==> src/rtl/tactile_rd_demod_pkg.sv <==
// Shared definitions for the tactile read-wire demodulator slice.
// Holds the emitter state encoding, the accumulator width rule and the
// channel-tag width rule used by tactile_rd_demod and tactile_acc_bank.
// Configuration macro honoured by the slice: TACTILE_RD_MIDSCALE_EN.
package tactile_pkg;

  // Emitter states: idle, or presenting one bank entry per channel.
  typedef enum logic {
    E_IDLE = 1'b0,
    E_SHOW = 1'b1
  } emit_state_e;

  // Default number of read wires on the sensing array.
  localparam int TACTILE_RD_WIRE_CNT_DEF = 2;

  // Channel-tag width: at least one bit so the tag port always exists.
  function automatic int tactile_ch_w(input int wires);
    return (wires > 1) ? $clog2(wires) : 1;
  endfunction

  // Channel-tag width for the default array size.
  localparam int TACTILE_CH_W = tactile_ch_w(TACTILE_RD_WIRE_CNT_DEF);

  // Accumulator width: sample bits, one sign bit, one guard bit, plus
  // enough bits to hold a full window of worst-case samples.
  function automatic int tactile_acc_w(input int adc_w, input int samples);
    return adc_w + 2 + $clog2(samples);
  endfunction

endpackage

==> src/rtl/tactile_rd_demod_acc_bank.sv <==
// Bank of per-channel signed accumulators for the read-wire demodulator.
// Each accepted sample is added or subtracted depending on the excitation
// phase of its wire; snap_o shows every accumulator with the current
// sample already folded in, so the parent can capture a complete window.
module tactile_acc_bank
  import tactile_pkg::*;
#(
  parameter int RD_WIRE_CNT = 2,
  parameter int ACC_W       = 16,
  parameter int CH_W        = 1
) (
  input  logic                                clk_ref,
  input  logic                                rst_n,
  input  logic                                add_i,
  input  logic [CH_W-1:0]                     ch_i,
  input  logic signed [ACC_W-1:0]             x_i,
  input  logic [RD_WIRE_CNT-1:0]              phase_i,
  input  logic                                clr_i,
  output logic [RD_WIRE_CNT-1:0][ACC_W-1:0]   snap_o
);

  logic [RD_WIRE_CNT-1:0][ACC_W-1:0] acc_q;

  // Fold the current sample into its channel: add on high phase, subtract on low.
  always_comb begin
    snap_o = acc_q;
    for (int i = 0; i < RD_WIRE_CNT; i++) begin
      if (add_i && (ch_i == CH_W'(i))) begin
        if (phase_i[i]) begin
          snap_o[i] = acc_q[i] + x_i;
        end else begin
          snap_o[i] = acc_q[i] - x_i;
        end
      end
    end
  end

  // Accumulators restart from zero on clear (window end or disabled), else integrate.
  always_ff @(posedge clk_ref or negedge rst_n) begin
    if (!rst_n) begin
      acc_q <= '0;
    end else if (clr_i) begin
      acc_q <= '0;
    end else begin
      acc_q <= snap_o;
    end
  end

endmodule

==> src/rtl/tactile_rd_demod.sv <==
// Synchronous demodulator for the tactile array read wires.
// Tagged ADC samples are integrated per wire against the excitation phase
// over SAMPLES_PER_WIN scan rounds; each completed window is captured into
// a bank and streamed out one channel at a time over valid/ready.
// A window that completes while the previous bank is still being streamed
// is dropped and flagged in the sticky overrun output.
// Macro TACTILE_RD_MIDSCALE_EN: treat samples as offset-binary and remove
// the mid-scale offset before demodulation (DC-free); otherwise samples
// are zero-extended unsigned values.
module tactile_rd_demod
  import tactile_pkg::*;
#(
  parameter int RD_WIRE_CNT     = 2,
  parameter int ADC_W           = 12,
  parameter int SAMPLES_PER_WIN = 256,
  localparam int ACC_W          = tactile_acc_w(ADC_W, SAMPLES_PER_WIN),
  localparam int CH_W           = tactile_ch_w(RD_WIRE_CNT)
) (
  input  logic                    clk_ref,
  input  logic                    rst_n,
  input  logic                    en,
  input  logic [RD_WIRE_CNT-1:0]  exc_phase,
  input  logic                    adc_valid,
  input  logic [CH_W-1:0]         adc_ch,
  input  logic [ADC_W-1:0]        adc_data,
  output logic                    out_valid,
  input  logic                    out_ready,
  output logic [CH_W-1:0]         out_ch,
  output logic [ACC_W-1:0]        out_data,
  output logic                    overrun,
  input  logic                    clr_ovr,
  output logic                    busy
);

  localparam int RND_W = $clog2(SAMPLES_PER_WIN);
  localparam logic [CH_W-1:0]  LAST_CH   = CH_W'(RD_WIRE_CNT - 1);
  localparam logic [RND_W-1:0] LAST_RND  = RND_W'(SAMPLES_PER_WIN - 1);

  logic [31:0]                       chExt;
  logic                              chInRange;
  logic                              sampleAdd;
  logic                              roundStep;
  logic                              winEnd;
  logic                              accClr;
  logic signed [ACC_W-1:0]           xVal;
  logic [RD_WIRE_CNT-1:0][ACC_W-1:0] snap;

  logic [RND_W-1:0]                  round_q, round_d;
  emit_state_e                       state_q, state_d;
  logic [CH_W-1:0]                   outCh_q, outCh_d;
  logic [RD_WIRE_CNT-1:0][ACC_W-1:0] bank_q;
  logic                              bankLoad;
  logic                              overrun_q, overrun_d;

  // Tags beyond the last wire are ignored; compare at full width so the
  // check stays meaningful when RD_WIRE_CNT is not a power of two.
  assign chExt     = 32'(adc_ch);
  assign chInRange = chExt < 32'(RD_WIRE_CNT);
  assign sampleAdd = adc_valid && en && chInRange;
  assign roundStep = sampleAdd && (adc_ch == LAST_CH);
  assign winEnd    = roundStep && (round_q == LAST_RND);
  assign accClr    = !en || winEnd;

`ifdef TACTILE_RD_MIDSCALE_EN
  localparam logic [ACC_W-1:0] MIDSCALE = ACC_W'(1) << (ADC_W - 1);
  assign xVal = $signed(ACC_W'(adc_data) - MIDSCALE);
`else
  assign xVal = $signed(ACC_W'(adc_data));
`endif

  tactile_acc_bank #(
    .RD_WIRE_CNT (RD_WIRE_CNT),
    .ACC_W       (ACC_W),
    .CH_W        (CH_W)
  ) u_acc_bank (
    .clk_ref (clk_ref),
    .rst_n   (rst_n),
    .add_i   (sampleAdd),
    .ch_i    (adc_ch),
    .x_i     (xVal),
    .phase_i (exc_phase),
    .clr_i   (accClr),
    .snap_o  (snap)
  );

  // Round counter advances on each last-wire sample and wraps at window end.
  always_comb begin
    round_d = round_q;
    if (!en) begin
      round_d = '0;
    end else if (winEnd) begin
      round_d = '0;
    end else if (roundStep) begin
      round_d = round_q + RND_W'(1);
    end
  end

  // Emitter next state: capture a bank when idle, then walk the channels.
  always_comb begin
    state_d  = state_q;
    outCh_d  = outCh_q;
    bankLoad = 1'b0;
    unique case (state_q)
      E_IDLE: begin
        if (winEnd) begin
          state_d  = E_SHOW;
          outCh_d  = '0;
          bankLoad = 1'b1;
        end
      end
      E_SHOW: begin
        if (out_ready) begin
          if (outCh_q == LAST_CH) begin
            state_d = E_IDLE;
            outCh_d = '0;
          end else begin
            outCh_d = outCh_q + CH_W'(1);
          end
        end
      end
      default: begin
        state_d = E_IDLE;
        outCh_d = '0;
      end
    endcase
  end

  // Sticky overrun: a window ending while a bank is on show sets it; set beats clear.
  always_comb begin
    overrun_d = overrun_q;
    if (winEnd && (state_q == E_SHOW)) begin
      overrun_d = 1'b1;
    end else if (clr_ovr) begin
      overrun_d = 1'b0;
    end
  end

  // State registers for round counter, emitter, presented bank and overrun.
  always_ff @(posedge clk_ref or negedge rst_n) begin
    if (!rst_n) begin
      round_q   <= '0;
      state_q   <= E_IDLE;
      outCh_q   <= '0;
      bank_q    <= '0;
      overrun_q <= 1'b0;
    end else begin
      round_q   <= round_d;
      state_q   <= state_d;
      outCh_q   <= outCh_d;
      overrun_q <= overrun_d;
      if (bankLoad) begin
        bank_q <= snap;
      end
    end
  end

  assign out_valid = (state_q == E_SHOW);
  assign busy      = (state_q != E_IDLE);
  assign out_ch    = outCh_q;
  assign out_data  = bank_q[outCh_q];
  assign overrun   = overrun_q;

endmodule

==> config.mk <==
export PLATFORM = sky130hd
export DESIGN_NAME = tactile_rd_demod
export DESIGN_NICKNAME = d
export VERILOG_FILES = /design/src/rtl/tactile_rd_demod_pkg.sv /design/src/rtl/tactile_rd_demod_acc_bank.sv /design/src/rtl/tactile_rd_demod.sv
export SDC_FILE = /design/constraint.sdc
export NUM_CORES = 1
export LEC_CHECK = 0
export BUFFER_PORTS_ARGS = -buffer_cell sky130_fd_sc_hd__buf_2
export CAP_MARGIN = 20
export CORE_UTILIZATION = 56
export DETAILED_ROUTE_END_ITERATION = 6
export GPL_TIMING_DRIVEN = 0
export HOLD_SLACK_MARGIN = 0.12
export PLACE_DENSITY = 0.89
export SYNTH_ARGS = -nofsm -noshare
export SYNTH_HDL_FRONTEND = slang
export SYNTH_SLANG_ARGS = --single-unit
==> constraint.sdc <==
create_clock -name clk_ref -period 2.6 [get_ports clk_ref]
set_input_delay 0.26 -clock clk_ref [delete_from_list [all_inputs] [get_ports clk_ref]]
set_output_delay 0.26 -clock clk_ref [all_outputs]
set_load 0.005 [all_outputs]
* Word-level counts from Yosys, hierarchy flattened *
Index checks and enable logic that the tools add are counted.

cells by class
  $add $sub $neg = 6
  $lt $le $gt $ge = 2
  equality and inequality tests = 4
  muxes and demuxes = 21
  bitwise gates (word level) = 2
  reduce and logical (&&, ||, !) cells = 10

operators with widths
  operator                                               count
  2-to-1 mux 22 bit                                      6
  adder 22 x 12 -> 22 bit                                2
  2-to-1 mux 44 bit                                      1
  subtractor 22 x 12 -> 22 bit                           2
  2-to-1 mux 8 bit                                       3
  2-to-1 mux 1 bit                                       9
  adder 8 x 1 -> 8 bit, second input constant            1
  equality test 8 bit, second input constant             1
  logical AND 1 bit                                      6
  < comparator 1 x 2 -> 1 bit, second input constant     2
  inequality test 2 bit, second input constant           2
  one-hot mux 1 bit (2 select lines)                     2
  inequality test 3 x 1 -> 1 bit, second input constant  1
  inverter 1 bit                                         2
  AND reduction 2 bit                                    1
  nonzero test 2 bit                                     1
  adder 1 bit, second input constant                     1
  logical NOT 1 bit                                      1
  logical OR 1 bit                                       1

storage, ports and cells
  register bits = 99
  input port bits = 21
  logic and storage cells = 53

* Logic depth before layout (Yosys ltp) *
  depth in word-level cells = 6
  mapped depth = 16

* By module *
Synthesis repeated with hierarchy kept, for this count alone.

unflattened totals
  cells, all modules = 846
  area total of the unflattened synthesis = 7,567.3 um2

by module, submodules not included
  module            instances  cells an instance  area an instance (um2)  seq. area each (um2)
  tactile_acc_bank  1          665                5,057.4                 1,101.1
  tactile_rd_demod  1          181                2,509.9                 1,376.3

* Worst setup path after synthesis *
OpenSTA, ideal clock, no wires.

  path type = input port to flip-flop
  start point = input adc_data[0]
  end point = register u_acc_bank.acc_q[21] in the netlist's numbering
  library setup time = 0.074 ns
  arrival = 3.418 ns
  required time = 2.526 ns
  path slack = -0.892 ns
  stages = 14
  cells stage by stage = inv_1 > ha_1 > nand2_1 > or4b_2 > nor3b_2 > nor2_1 > ha_1 > and2_1 > a221oi_1 > o21ai_0 > a221oi_2 > xor2_1 > or3_1 > a21oi_2

between the ends
  longest elaborated chain between the ends = 4

ends and longest elaborated chain
  element                                                                  RTL line                                                          source
  start, declared                                                          tactile_rd_demod.sv:25                                            input logic [ADC_W-1:0] adc_data,
  subtractor 22 x 12 -> 22 bit or adder 22 x 12 -> 22 bit (tied branches)  tactile_rd_demod_acc_bank.sv:32, tactile_rd_demod_acc_bank.sv:30
  2-to-1 mux 22 bit *                                                      tactile_rd_demod_acc_bank.sv:29                                   if (phase_i[i]) begin
  2-to-1 mux 22 bit *                                                      tactile_rd_demod_acc_bank.sv:28                                   if (add_i && (ch_i == CH_W'(i))) begin
  2-to-1 mux 44 bit *                                                      tactile_rd_demod_acc_bank.sv:42                                   end else if (clr_i) begin
  end signal, assigned                                                     tactile_rd_demod_acc_bank.sv:45                                   acc_q <= snap_o;
  end, declared                                                            tactile_rd_demod_acc_bank.sv:22                                   logic [RD_WIRE_CNT-1:0][ACC_W-1:0] acc_q;

Mark *: on every way between the ends. The rest lies on a longest branch, timed or not.
A chain may end at the register's enable or synchronous reset.

* Worst setup path in the final report *
  start point = input adc_data[0]
  end point = register bank_q[43] in the netlist's numbering

between the ends
  longest elaborated chain between the ends = 3

ends and longest elaborated chain
  element                                                                  RTL line                                                          source
  subtractor 22 x 12 -> 22 bit or adder 22 x 12 -> 22 bit (tied branches)  tactile_rd_demod_acc_bank.sv:32, tactile_rd_demod_acc_bank.sv:30
  2-to-1 mux 22 bit *                                                      tactile_rd_demod_acc_bank.sv:29
  2-to-1 mux 22 bit *                                                      tactile_rd_demod_acc_bank.sv:28
  end signal, assigned                                                     tactile_rd_demod.sv:152                                           bank_q <= snap;
  end, declared                                                            tactile_rd_demod.sv:51                                            logic [RD_WIRE_CNT-1:0][ACC_W-1:0] bank_q;

Marked as above.

==> flow_metrics.tcl <==
set metrics [dict create \
    outcome "finished, violations left" \
    violations "design-rule violations, negative setup slack" \
    yosys-top-cells-count "dfrtp_1 (99), nand2_1 (90), nor2_1 (90)" \
    synth_seq_area_share 0.366 \
    wl_per_cell_um 21.7 \
    ys_ff_latch 99 \
    synth_top_area_share 0.366 \
    p_leak_nw 4.08 \
    r2r-start "u_acc_bank.acc_q[22]" \
    maxSlewViolCount 0 \
    fin_area_um2 8930 \
    clk_path_buf_depth 2 \
    synth_async_sr_flop_share 1.00 \
    crit_path_start_kind "input pin" \
    hold_path_end "busy" \
    diodes 0 \
    track_usage 0.337 \
    hold_class "input pin to register" \
    antenna_found_initial 0 \
    cts_tree "yes" \
    root_buffer "clkbuf_16" \
    dr.pass1.iters 7 \
    start_util 0.583 \
    rsz0062_at_grt "yes" \
    die_area_um2 12500 \
    required_ns 2.81 \
    io_buffer_count 44 \
    finalNonFillerCells 1024 \
    finalWeightedCongestion 0.909 \
    grt_max_degree 74 \
    cp_max_fo 5 \
    ys.flop_type "dfrtp_1" \
    yosys-top-cells-area "dfrtp_1 (37%), ha_1 (8.9%), a21oi_1 (5.2%)" \
    worstPathArrival_ns 3.41 \
    max_freq_mhz 313 \
    crit_type "input pin to register" \
    coreArea_um2 11600 \
    clock_latency_ns 0.36 \
    setup_slack_ns -0.599 \
    synthesis.instances 771 \
    finalCritPeriodShare 1.23 \
    holdPathStages 2 \
    max-slew-margin-rel 0.425 \
    syn2layout_area_growth_pct 31.9 \
    synth.most_common_cell "dfrtp_1" \
    yosys_warnings 0 \
    netlist_area_um2 6770 \
    htreeDepth 3 \
    rows 39 \
    cts.sinks 99 \
    cts-buffers-inserted 9 \
    grt_pass1_wl_um 32700 \
    drive_gt1_frac 0.327 \
    hp-start "out_ready" \
    drc 5 \
    synth_edf_count 0 \
    dr.first_iter.drc_count 718 \
    holdWs_ns 0.127 \
    endpoint_kind "register" \
    io-pin-count 47 \
    finalSetupViolations 42 \
    placed_cells 960 \
    postRouteAntennaNets 0 \
    skew_ns 0.00837 \
    syn_nets 842 \
    clk_pin_slew_worst_paths_ns 0.06 \
    synthDistinctLibCells 60 \
    finalHoldViolations 0 \
    vdd_drop_max_uv 373 \
    p_per_area_nw_per_um2 463 \
    r2r_end "bank_q[42]" \
    reg2reg_slack_ns -0.30 \
    max_cap_viol_count 0 \
    via_count 6695 \
    dpl_cell_area_um2 7420 \
    overflow 0 \
    drt_wl_total_um 22200 \
    min_period_ns 3.20 \
    fp.dieH_um 112 \
    fin_util 0.769 \
    fill_cells 683 \
    reg2reg_depth 11 \
    fin_tns_setup_ns -14.73 \
    syn_avg_cell_area_um2 8.78 \
    die_w_um 112 \
    grt_pass1_vias 6510 \
    vias_per_cell 6.54 \
    yosysTopAreaCell "dfrtp_1" \
    worstMarginPinSlew_ns 0.860 \
    dp_hpwl_um 13200 \
    nets 949 \
]
## through the flow
stage                     power (mW)  setup slack (ns)
after floorplan                 2.20            -0.530
after global placement          2.39             -1.46
after detailed placement        2.41             -1.20
after CTS                       3.93            -0.515
after global routing            4.25            -0.697
final                           4.14            -0.599
## flip-flops by register name (all words and copies together), names as in the netlist
register	flops
overrun	1
busy	1
out_ch	1
round_q	8
u_acc_bank.acc_q	44
bank_q	44
## per-layer routing
layer | part of all wire | global-route usage
met5 | 0 | 0
met4 | 0.051 | 0.167
met3 | 0.085 | 0.0795
met2 | 0.48 | 0.564
met1 | 0.38 | 0.408
## where the power goes
| group | switching [mW] | internal [mW] | total, mW |
|---|---|---|---|
| Sequential | 0.0332 | 1.57 | 1.61 |
| Combinational | 0.646 | 0.478 | 1.12 |
| Clock | 0.591 | 0.813 | 1.40 |
## critical path: stages
cell	delay [ns]
buf_12	0.12
inv_12	0.04
ha_4	0.14
nand2_4	0.05
buf_4	0.15
nor3_4	0.13
nor2_1	0.09
xor2_1	0.19
ha_1	0.38
a21o_1	0.24
a221oi_4	0.35
nand3_2	0.18
a32oi_4	0.36
o211ai_1	0.19
xor2_1	0.29
xnor2_1	0.18
o21ai_1	0.07
## cells in the final DEF (no fill, tap or decap), types with 6 or more instances in the layout
cell        n
o21ai_0    28
o21ai_1    20
nor2_2      7
nand3_1    13
xnor2_1    19
a21oi_1    44
buf_6      11
ha_2        9
and2_1      6
clkbuf_1   22
ha_1       28
o21ai_2     8
nand2_1    85
ha_4       11
mux2_2     24
dfrtp_1    99
o22ai_1     6
xor2_1     30
clkbuf_16  10
a21oi_2    26
nor2_4      6
nor3_1     10
buf_2      45
nor2_1     77
nand2b_1    6
o21a_1      6
buf_4      47
inv_1      10
a21o_1     20
mux2i_1    11
xor2_2      7
## kinds of logic after synthesis
| family | count (synthesis) | share of synthesized area |
|---|---|---|
| xor+xnor | 59 | 0.0763 |
| buf+inv | 53 | 0.0320 |
| mux | 36 | 0.0576 |
| simple gates | 261 | 0.176 |
| compound gates | 213 | 0.197 |
| flops | 99 | 0.366 |
| fa+ha+maj | 50 | 0.0946 |
## what timing repair did
action | CTS | global route
buffers inserted | 32 | 23
hold buffers | 2 | 0
hold endpoints to repair | 27 | 0
gates resized for setup | 93 | 87
endpoints found under the setup margin | 48 | 69
pin swaps | 63 | 77
gates cloned | 1 | 0
## worst max-delay path by stage
stage | endpoint | startpoint
2_1_floorplan | u_acc_bank.acc_q[21] | adc_data[0]
3_3_place_gp | u_acc_bank.acc_q[21] | adc_data[10]
3_5_place_dp | u_acc_bank.acc_q[20] | adc_data[0]
4_1_cts | u_acc_bank.acc_q[20] | adc_data[1]
5_1_grt | u_acc_bank.acc_q[37] | adc_data[0]
6_report | bank_q[43] | adc_data[0]
## final cells by class
| cell class | instances | area [um^2] | share of cell area |
|---|---|---|---|
| Buffer | 36 | 196 | 0.0220 |
| Clock buffer | 12 | 267 | 0.0298 |
| Clock inverter | 2 | 35.0 | 0.00392 |
| Inverter | 12 | 62.6 | 0.00700 |
| Multi-Input combinational cell | 619 | 4970 | 0.557 |
| Sequential cell | 99 | 2480 | 0.277 |
| Tap cell | 143 | 179 | 0.0200 |
| Timing Repair Buffer | 101 | 744 | 0.0833 |
Note: power is estimated with default switching activity, not from simulation.
